File: config.mk
export PLATFORM = sky130hd
export DESIGN_NAME = lowbit
export DESIGN_NICKNAME = d
export VERILOG_FILES = /design/src/rtl/lowbit_pkg.sv /design/src/rtl/lowbit_merge.sv /design/src/rtl/lowbit.sv
export SDC_FILE = /design/constraint.sdc
export NUM_CORES = 1
export LEC_CHECK = 0
export CORE_MARGIN = 3
export CORE_UTILIZATION = 31
export DETAILED_ROUTE_END_ITERATION = 10
export PLACE_DENSITY_LB_ADDON = 0.2
export SYNTH_ARGS = -nofsm -noshare
export SYNTH_HDL_FRONTEND = slang
export SYNTH_SLANG_ARGS = --single-unit
File: constraint.sdc
create_clock -name clk -period 1.57 [get_ports clk]
set_input_delay 0.157 -clock clk [delete_from_list [all_inputs] [get_ports clk]]
set_output_delay 0.157 -clock clk [all_outputs]
set_load 0.01 [all_outputs]
File: src/rtl/lowbit_pkg.sv
// lowbit_pkg: elaboration-time helpers for the lowest-set-bit encoder.
//   lvls    - number of tree levels (clog2 of width, at least 1)
//   idx_off - bit offset of a tree level inside the flat index store
package lowbit_pkg;

  // Tree depth. A 1-bit input still gets one level so every index slice
  // is at least one bit wide.
  function automatic int lvls(input int w);
    int l;
    l = 0;
    while ((1 << l) < w) l++;
    return (l < 1) ? 1 : l;
  endfunction

  // Level lv holds (p >> lv) nodes, each with an lv-bit index. Levels are
  // packed back to back starting with level 1. Leaves carry no index.
  function automatic int idx_off(input int p, input int lv);
    int o;
    o = 0;
    for (int j = 1; j < lv; j++) o += (p >> j) * j;
    return o;
  endfunction

endpackage

File: src/rtl/lowbit_merge.sv
// lowbit_merge: one 2-way node of the lowest-set-bit tree.
//   any_lo/idx_lo - result of the low half
//   any_hi/idx_hi - result of the high half
//   any_o/idx_o   - merged result, index one bit wider
// The low half wins when it has a set bit. Otherwise the high half is taken
// and the new index MSB is set -- but only if the high half has a set bit,
// so an all-zero subtree always reports index 0.
module lowbit_merge #(
  parameter int IW = 1
) (
  input  logic          any_lo,
  input  logic [IW-1:0] idx_lo,
  input  logic          any_hi,
  input  logic [IW-1:0] idx_hi,
  output logic          any_o,
  output logic [IW:0]   idx_o
);

  assign any_o = any_lo | any_hi;
  assign idx_o = any_lo ? {1'b0, idx_lo} : {any_hi, idx_hi};

endmodule

File: src/rtl/lowbit.sv
// lowbit: parameterised lowest-set-bit (priority) encoder.
//   clk, rst - clock and synchronous active-high reset (registered outputs only)
//   in       - vector to search
//   out      - combinational index of the least-significant set bit (0 if none)
//   found    - combinational, 1 iff in != 0
//   out_q    - out registered on clk
//   found_q  - found registered on clk
// The input is zero-padded to a power of two and reduced by a balanced tree
// of lowbit_merge nodes. Nodes live in heap order in any_h (root at 1,
// leaves at P..2P-1); their indices live level by level in idx_f.
module lowbit
  import lowbit_pkg::*;
#(
  parameter int IN_WIDTH  = 32,
  parameter int OUT_WIDTH = 5
) (
  input  logic                 clk,
  input  logic                 rst,
  input  logic [IN_WIDTH-1:0]  in,
  output logic [OUT_WIDTH-1:0] out,
  output logic                 found,
  output logic [OUT_WIDTH-1:0] out_q,
  output logic                 found_q
);

  localparam int LVL  = lvls(IN_WIDTH);
  localparam int P    = 1 << LVL;
  localparam int IDXB = idx_off(P, LVL + 1);
  localparam int ROOT = IDXB - LVL;

  logic [2*P-1:1]  any_h;
  logic [IDXB-1:0] idx_f;
  logic [LVL-1:0]  root_idx;

  // Leaves, with zero padding above IN_WIDTH.
  for (genvar i = 0; i < P; i++) begin : g_leaf
    if (i < IN_WIDTH) begin : g_real
      assign any_h[P+i] = in[i];
    end else begin : g_pad
      assign any_h[P+i] = 1'b0;
    end
  end

  // First level merges raw bits directly; the index is 1 only when the
  // high bit alone is set.
  for (genvar k = 0; k < P/2; k++) begin : g_l1
    assign any_h[P/2+k] = any_h[P+2*k] | any_h[P+2*k+1];
    assign idx_f[k]     = any_h[P+2*k+1] & ~any_h[P+2*k];
  end

  // Remaining levels: level l merges pairs from level l-1.
  for (genvar l = 2; l <= LVL; l++) begin : g_lvl
    localparam int CB = P >> (l - 1);     // heap base of child level
    localparam int NB = P >> l;           // heap base of this level
    localparam int CO = idx_off(P, l - 1);
    localparam int NO = idx_off(P, l);
    for (genvar k = 0; k < (P >> l); k++) begin : g_node
      lowbit_merge #(.IW(l - 1)) u_merge (
        .any_lo (any_h[CB+2*k]),
        .idx_lo (idx_f[CO+(2*k)*(l-1) +: l-1]),
        .any_hi (any_h[CB+2*k+1]),
        .idx_hi (idx_f[CO+(2*k+1)*(l-1) +: l-1]),
        .any_o  (any_h[NB+k]),
        .idx_o  (idx_f[NO+k*l +: l])
      );
    end
  end

  assign root_idx = idx_f[ROOT +: LVL];
  assign found    = any_h[1];
  assign out      = OUT_WIDTH'(root_idx);

  // Registered copy for pipelined consumers.
  logic [OUT_WIDTH-1:0] res_d, res_q;
  logic                 fnd_d, fnd_q;

  assign res_d = out;
  assign fnd_d = found;

  always_ff @(posedge clk) begin
    if (rst) begin
      res_q <= '0;
      fnd_q <= 1'b0;
    end else begin
      res_q <= res_d;
      fnd_q <= fnd_d;
    end
  end

  assign out_q   = res_q;
  assign found_q = fnd_q;

endmodule

==> results of run 1 <==
## kinds of logic after synthesis
logic type	share of synthesized area
simple gates	0.4694
flops	0.2177
compound gates	0.2789
buf+inv	0.03402
## cell usage after synthesis, drive strengths merged, types with 2 or more instances
master | count | area (um2)
nor4 | 6 | 52.55
or4 | 5 | 48.79
o31ai | 2 | 15.01
o311ai | 2 | 17.52
inv | 5 | 18.77
nand2 | 4 | 15.01
a21oi | 10 | 50.05
dfxtp | 6 | 120.1
o21ai | 5 | 25.02
nor2b | 5 | 31.28
nor2 | 14 | 52.55
nand3 | 3 | 15.01
nor3 | 5 | 25.02
## metrics by stage
| stage | hold slack (ns) | instances | util | TNS, ns | setup slack, ns |
|---|---|---|---|---|---|
| detailed placement | 0.8792 | 188 | 0.8312 | -7.589 | -1.074 |
| global placement | 0.8331 | 188 | 0.8312 | -6.902 | -0.9821 |
| CTS | 0.3299 | 199 | 0.9231 | -0.8438 | -0.2493 |
| floorplan | 0.2261 | 81 | - | -0.008748 | -0.008748 |
## timing repair
action,CTS
pin swaps,24
endpoints found under the hold margin,0
endpoints found under the setup margin,12
buffers inserted,8
gates resized for setup,132
==> flow_metrics.py, run 1 <==
metrics = {
    "status": {
        "outcome": "did not finish",
        "lastStage": "5_1_grt",
        "stop_error": "[ERROR DPL-0038] Utilization greater than 100%, impossible to legalize",
    },
    "floorplanning": {
        "initial_core_util": 0.3462,
        "die_w_um": 48.19,
        "num_rows": 14,
        "io_pins": 46,
        "die_height_um": 48.19,
    },
    "synthesis": {
        "synth.distinct_cells": 24,
        "synthCells": 81,
        "syn_area_um2": 551.8,
        "synth_edf_count": 0,
        "synth_nets": 115,
        "ys_ff_latch": 6,
        "synthArstFlopShare": 0,
        "ys_warn_count": 0,
        "yosysSeqAreaShare": 0.2177,
        "avgSynthCellArea_um2": 6.812,
        "ys.flop_type": "dfxtp_1",
    },
    "placed_design": {
        "portBuffers": 45,
        "gp_routability_congestion": 0.7290,
        "dpl_cell_area_mm2": 0.001325,
        "dp_hpwl_mm": 2.196,
    },
    "sta": {
        "worst-ep-kind": "primary output",
        "postGrtWorstEndpoint": "out[1]",
    },
    "global_route": {
        "grt_max_degree": 7,
    },
    "clock_network": {
        "holdBufCountCts": 0,
        "numClockSinks": 6,
        "root_buffer": "clkbuf_4",
        "htree_levels": 1,
        "cts.path.max_buffers": 2,
        "numCtsBuffers": 3,
    },
}
==> inputs of run 2 (changes only) <==
Settings changed: CORE_AREA set to 3 3 64 66, CORE_MARGIN 3 to unset, CORE_UTILIZATION 31 to unset, DIE_AREA set to 0 0 67 69, PLACE_DENSITY_LB_ADDON 0.2 to 0.15.
==> run 2 against run 1 <==
The flow now finishes, with violations (setup timing); synthesized cell count unchanged; synthesized area unchanged.
==> flow_metrics.py, run 2 <==
metrics = {
    "global_route": {
        "grt.overflow.total": 0,
        "use_met2": 0.2293,
        "grt.busiest_layer": "met2",
        "met1_usage": 0.1212,
        "grt_first_pass_wirelength_mm": 4.284,
        "antenna_found_initial": 0,
        "gr-usage-met3": 0.02932,
        "grt_max_degree": 7,
        "grt_pass1_vias": 1043,
        "grt_usage": 0.1163,
    },
    "synthesis": {
        "synth.top_cells.by_count": "nor2_1, a21oi_1, dfxtp_1",
        "yosys.area_share.simple": 0.4694,
        "synth.distinct_cells": 24,
        "synth_nets": 115,
        "synth_xor_area_frac": 0,
        "yosys-top-cells-area": "dfxtp_1, nor2_1, a21oi_1",
        "synth_top_area_share": 0.2177,
        "synth_top_family_by_area": "simple AND/OR/NAND/NOR gates",
        "ys_warn_count": 0,
        "syn_area_um2": 551.8,
        "ys_ff_latch": 6,
        "yosysSeqAreaShare": 0.2177,
        "synth_most_common_cell": "nor2_1",
        "ys.flop_type": "dfxtp_1",
        "yosys.area.top_type": "dfxtp_1",
        "avgSynthCellArea_um2": 6.812,
        "synthCells": 81,
        "synth_compound_gate_area_share": 0.2789,
        "synthArstFlopShare": 0,
        "synth.area.mux_share": 0,
        "synth_edf_count": 0,
        "synth_adder_area_share": 0,
    },
    "placed_design": {
        "dp_hpwl_mm": 2.102,
        "dpl_cell_area_mm2": 0.001385,
        "dp_cells": 216,
        "pre_cts_ws_ns": -1.013,
        "gp_routability_congestion": 0.7592,
        "portBuffers": 45,
    },
    "sta": {
        "fmax_mhz": 548.0,
        "fin_crit_ns": 1.825,
        "hold_viol": 0,
        "relSlewSlack": 0.7155,
        "hold_ws_ns": 0.3871,
        "rsz0062_at_grt": "yes",
        "setup_ws_ns": -0.2550,
        "setup_viol": 8,
        "drv_slew": 0,
        "tightest_slew_ns": 0.4232,
        "min_period_over_period": 1.162,
    },
    "critical_path": {
        "path_max_fanout": 3,
        "cpLargestDelayFamily": "simple AND/OR/NAND/NOR gates",
        "crit_buf_inv": 3,
        "crit_slowest_cell": "or4_4",
        "max_stage_delay_ns": 0.55,
        "crit_arrival_ns": 1.67,
        "startpoint": "in[11]",
        "critical_path_class": "input pin to output pin",
        "crit_chain": "buf_6, or4_4, nor4_4, buf_4, a21oi_4, a32oi_2, buf_2",
        "cp-end-kind": "output pin",
        "required_ns": 1.41,
        "cp-start-kind": "input pin",
        "cp.depth": 7,
    },
    "clock_network": {
        "clkTransAtPathRegs_ns": 0.03,
        "cts.path.max_buffers": 2,
        "root_buffer": "clkbuf_8",
        "cts_tree": "yes",
        "htree_levels": 1,
        "numClockSinks": 6,
        "holdBufCountCts": 0,
        "numCtsBuffers": 3,
    },
    "detailed_routing": {
        "postRouteAntennaNets": 0,
        "wl_mm": 2.753,
        "remaining_drc_errors": 0,
        "vias_per_cell": 4.235,
        "dr.first_iter.drc_count": 9,
        "dr.pass1.iters": 2,
        "wl_per_cell_um": 11.76,
        "num_vias": 991,
    },
    "cells_and_area": {
        "largest_reg_flops": 5,
        "nets": 222,
        "fin_cells": 234,
        "seq_area_um2": 120.1,
        "area_growth_pct": 203.2,
        "fillers": 395,
        "drive_gt1_frac": 0.6183,
        "final_common_cell": "buf_4",
        "layout_common_cells": "buf_4, buf_6, buf_2",
        "antenna_cells": 0,
        "fin_area_mm2": 0.001673,
        "multiInputGateArea_um2": 593.1,
    },
    "hold_path": {
        "hold_path.startpoint": "in[0]",
        "holdPathStages": 4,
        "hold_path.class": "input pin to flip-flop",
    },
    "floorplanning": {
        "dieArea_mm2": 0.004623,
        "die_w_um": 67,
        "coreArea_mm2": 0.003633,
        "die_height_um": 69,
        "num_rows": 22,
        "io_pins": 46,
        "initial_core_util": 0.1519,
    },
    "power": {
        "p_leak_uw": 0.0007758,
        "power_density_mw_per_mm2": 380.6,
        "ir_drop_mv": 0.2509,
    },
    "status": {
        "violations": "setup timing",
        "outcome": "finished, violations left",
    },
    "job": {
        "cap_violations": 0,
    },
}
run 2: power by group:
part	internal, uW	switching, uW
clock	164	62.7
combinational	147	103
sequential	158	1.09
run 2: layout make-up:
cell class / count / share of cell area
clock buffers: 3 / 0.02468
repair buffers: 102 / 0.5019
well taps: 48 / 0.03590
flip-flops and latches: 6 / 0.07180
multi-input cells: 70 / 0.3545
inverters: 5 / 0.01122
run 2: worst paths after layout:
path	to	slack (ns)
worst min-delay path	out_q[0]	0.39
worst max-delay path	out[1]	-0.25
run 2: worst min-delay path, stage by stage:
cell and delay, ns:
buf_2 0.09, buf_4 0.10, a21o_1 0.11, a31oi_1 0.09
run 2: stage by stage:
stage               total power, uW    util   TNS [ns]
floorplan                     207.0       -  -0.008748
global placement              394.2  0.3812     -7.532
detailed placement            397.1  0.3812     -7.665
CTS                           630.7  0.4425    -0.9136
global route                  676.5  0.4604     -1.413
finish                        636.7  0.4604     -1.095
run 2: logic make-up (layout without fill, tap and decap cells):
family / Yosys count / count (layout)
DFF: 6 / 6
AOI/OAI and AO/OA: 25 / 25
buffers and inverters: 5 / 110
and+or+nand+nor: 45 / 45
run 2: what timing repair did:
item	in CTS	in global routing
endpoints found under the setup margin	12	9
pin swaps	22	12
buffers inserted	12	3
resized for setup	138	22
run 2: routing by layer:
layer	vias to the layer above	wire (um)
li1	522	-
met1	440	1026
met2	29	1564
met3	0	162
met4	0	0
met5	-	0
Note: power is estimated with default switching activity, not from simulation.
==> inputs of run 3 (changes only) <==
Settings changed: MAX_ROUTING_LAYER set to met4.
==> run 3 against run 2 <==
The flow still finishes with violations (setup timing); largest cell class unchanged; cell area unchanged; via count unchanged; die area unchanged; non-clock buffer count unchanged; power about the same; global-route usage increased by 0.31 points; clock-buffer cell count unchanged; sequential share of layout area unchanged; combinational power about the same; critical path depth unchanged; cell count unchanged.
==> flow_metrics.py, run 3 (synthesis results as in run 2) <==
metrics = {
    "cells_and_area": {
        "antenna_cells": 0,
        "drive_gt1_frac": 0.6183,
        "largest_reg_flops": 5,
        "nets": 222,
        "layout_common_cells": "buf_4, buf_6, buf_2",
        "fin_area_mm2": 0.001673,
        "area_growth_pct": 203.2,
        "final_common_cell": "buf_4",
    },
    "critical_path": {
        "crit_slowest_cell": "or4_4",
        "crit_buf_inv": 3,
        "cp.depth": 7,
        "cpLargestDelayFamily": "simple AND/OR/NAND/NOR gates",
        "path_max_fanout": 3,
        "critical_path_class": "input pin to output pin",
        "cp-start-kind": "input pin",
        "max_stage_delay_ns": 0.55,
        "crit_arrival_ns": 1.67,
        "required_ns": 1.41,
        "crit_chain": "buf_6, or4_4, nor4_4, buf_4, a21oi_4, a32oi_2, buf_2",
        "cp-end-kind": "output pin",
    },
    "power": {
        "ir_drop_mv": 0.2509,
        "power_frac_seq": 0.249,
        "power_uw": 636.7,
        "switching_share": 0.2626,
        "p_int_uw": 469.5,
        "power_frac_comb": 0.394,
        "p_clk_frac": 0.357,
        "p_leak_uw": 0.0007758,
        "power_density_mw_per_mm2": 380.6,
        "p_switching_uw": 167.2,
    },
    "global_route": {
        "grt_pass1_vias": 1040,
        "grt.overflow.total": 0,
        "grt_usage": 0.1194,
        "antenna_found_initial": 0,
        "grt_first_pass_wirelength_mm": 4.291,
        "grt_max_degree": 7,
    },
    "status": {
        "outcome": "finished, violations left",
        "violations": "setup timing",
    },
    "placed_design": {
        "dp_hpwl_mm": 2.102,
        "portBuffers": 45,
        "gp_routability_congestion": 0.7692,
        "dpl_cell_area_mm2": 0.001385,
    },
    "sta": {
        "hold_viol": 0,
        "fmax_mhz": 548.0,
        "setup_viol": 8,
        "tightest_slew_ns": 0.4232,
        "rsz0062_at_grt": "yes",
        "min_period_over_period": 1.162,
        "drv_slew": 0,
        "setup_ws_ns": -0.2550,
        "relSlewSlack": 0.7155,
        "fin_crit_ns": 1.825,
    },
    "floorplanning": {
        "dieArea_mm2": 0.004623,
        "initial_core_util": 0.1519,
        "die_w_um": 67,
        "die_height_um": 69,
        "io_pins": 46,
        "coreArea_mm2": 0.003633,
        "num_rows": 22,
    },
    "detailed_routing": {
        "wl_mm": 2.753,
        "num_vias": 991,
        "wl_per_cell_um": 11.76,
        "postRouteAntennaNets": 0,
        "remaining_drc_errors": 0,
        "dr.pass1.iters": 2,
        "vias_per_cell": 4.235,
        "dr.first_iter.drc_count": 9,
    },
    "hold_path": {
        "hold_path.class": "input pin to flip-flop",
        "holdPathStages": 4,
    },
    "clock_network": {
        "root_buffer": "clkbuf_8",
        "numCtsBuffers": 3,
        "clkTransAtPathRegs_ns": 0.03,
        "cts.path.max_buffers": 2,
        "cts_tree": "yes",
        "htree_levels": 1,
        "holdBufCountCts": 0,
        "numClockSinks": 6,
    },
    "job": {
        "cap_violations": 0,
    },
}
[run 3: cell counts in the layout (fill, tap and decap cells not counted)]
No cell type changed its count.
[run 3: per-stage QoR]
stage,setup TNS (ns),hold slack [ns],util,instances,setup slack [ns]
3_3_place_gp,-7.532,0.8739,0.3812,216,-1.030
6_report,-1.095,0.3871,0.4604,234,-0.2550
4_1_cts,-0.9136,0.3788,0.4425,231,-0.2680
3_5_place_dp,-7.665,0.8776,0.3812,216,-1.013
5_1_grt,-1.413,0.4332,0.4604,234,-0.2956
2_1_floorplan,-0.008748,0.2261,-,81,-0.008748
[run 3: metal layers]
metal  up-vias  wire (um)  GRT usage
met5         -          0          -
met4         0          0    0.01351
met3         0        156    0.02769
met2        29       1564     0.2293
met1       440       1032     0.1222
li1        522          -          -
[run 3: layout make-up]
class	count	area, um2
flip-flops and latches	6	120.1
well taps	48	60.06
repair buffers	102	839.6
multi-input cells	70	593.1
clock buffers	3	41.29
fillers	395	1961
inverters	5	18.77
[run 3: worst paths after layout]
path | to | start | slack, ns
worst min-delay path | out_q[0] | in[0] | 0.39
worst max-delay path | out[1] | in[11] | -0.25
[run 3: power groups by stage]
stage / Clock, uW / Combinational, uW / Sequential [uW]
detailed placement: 0 / 236 / 161
CTS: 232 / 239 / 159
floorplan: 0 / 43.7 / 163
global route: 245 / 272 / 159
global placement: 0 / 233 / 161
finish: 227 / 251 / 159
[run 3: worst min-delay path, stage by stage]
cell     delay (ns)
buf_2          0.09
buf_4          0.10
a21o_1         0.11
a31oi_1        0.09
[run 3: timing repair]
item / CTS / global route
hold endpoints to repair: 0 / 0
buffers inserted: 12 / 3
pin swaps: 22 / 12
endpoints found under the setup margin: 12 / 9
gates resized for setup: 138 / 22
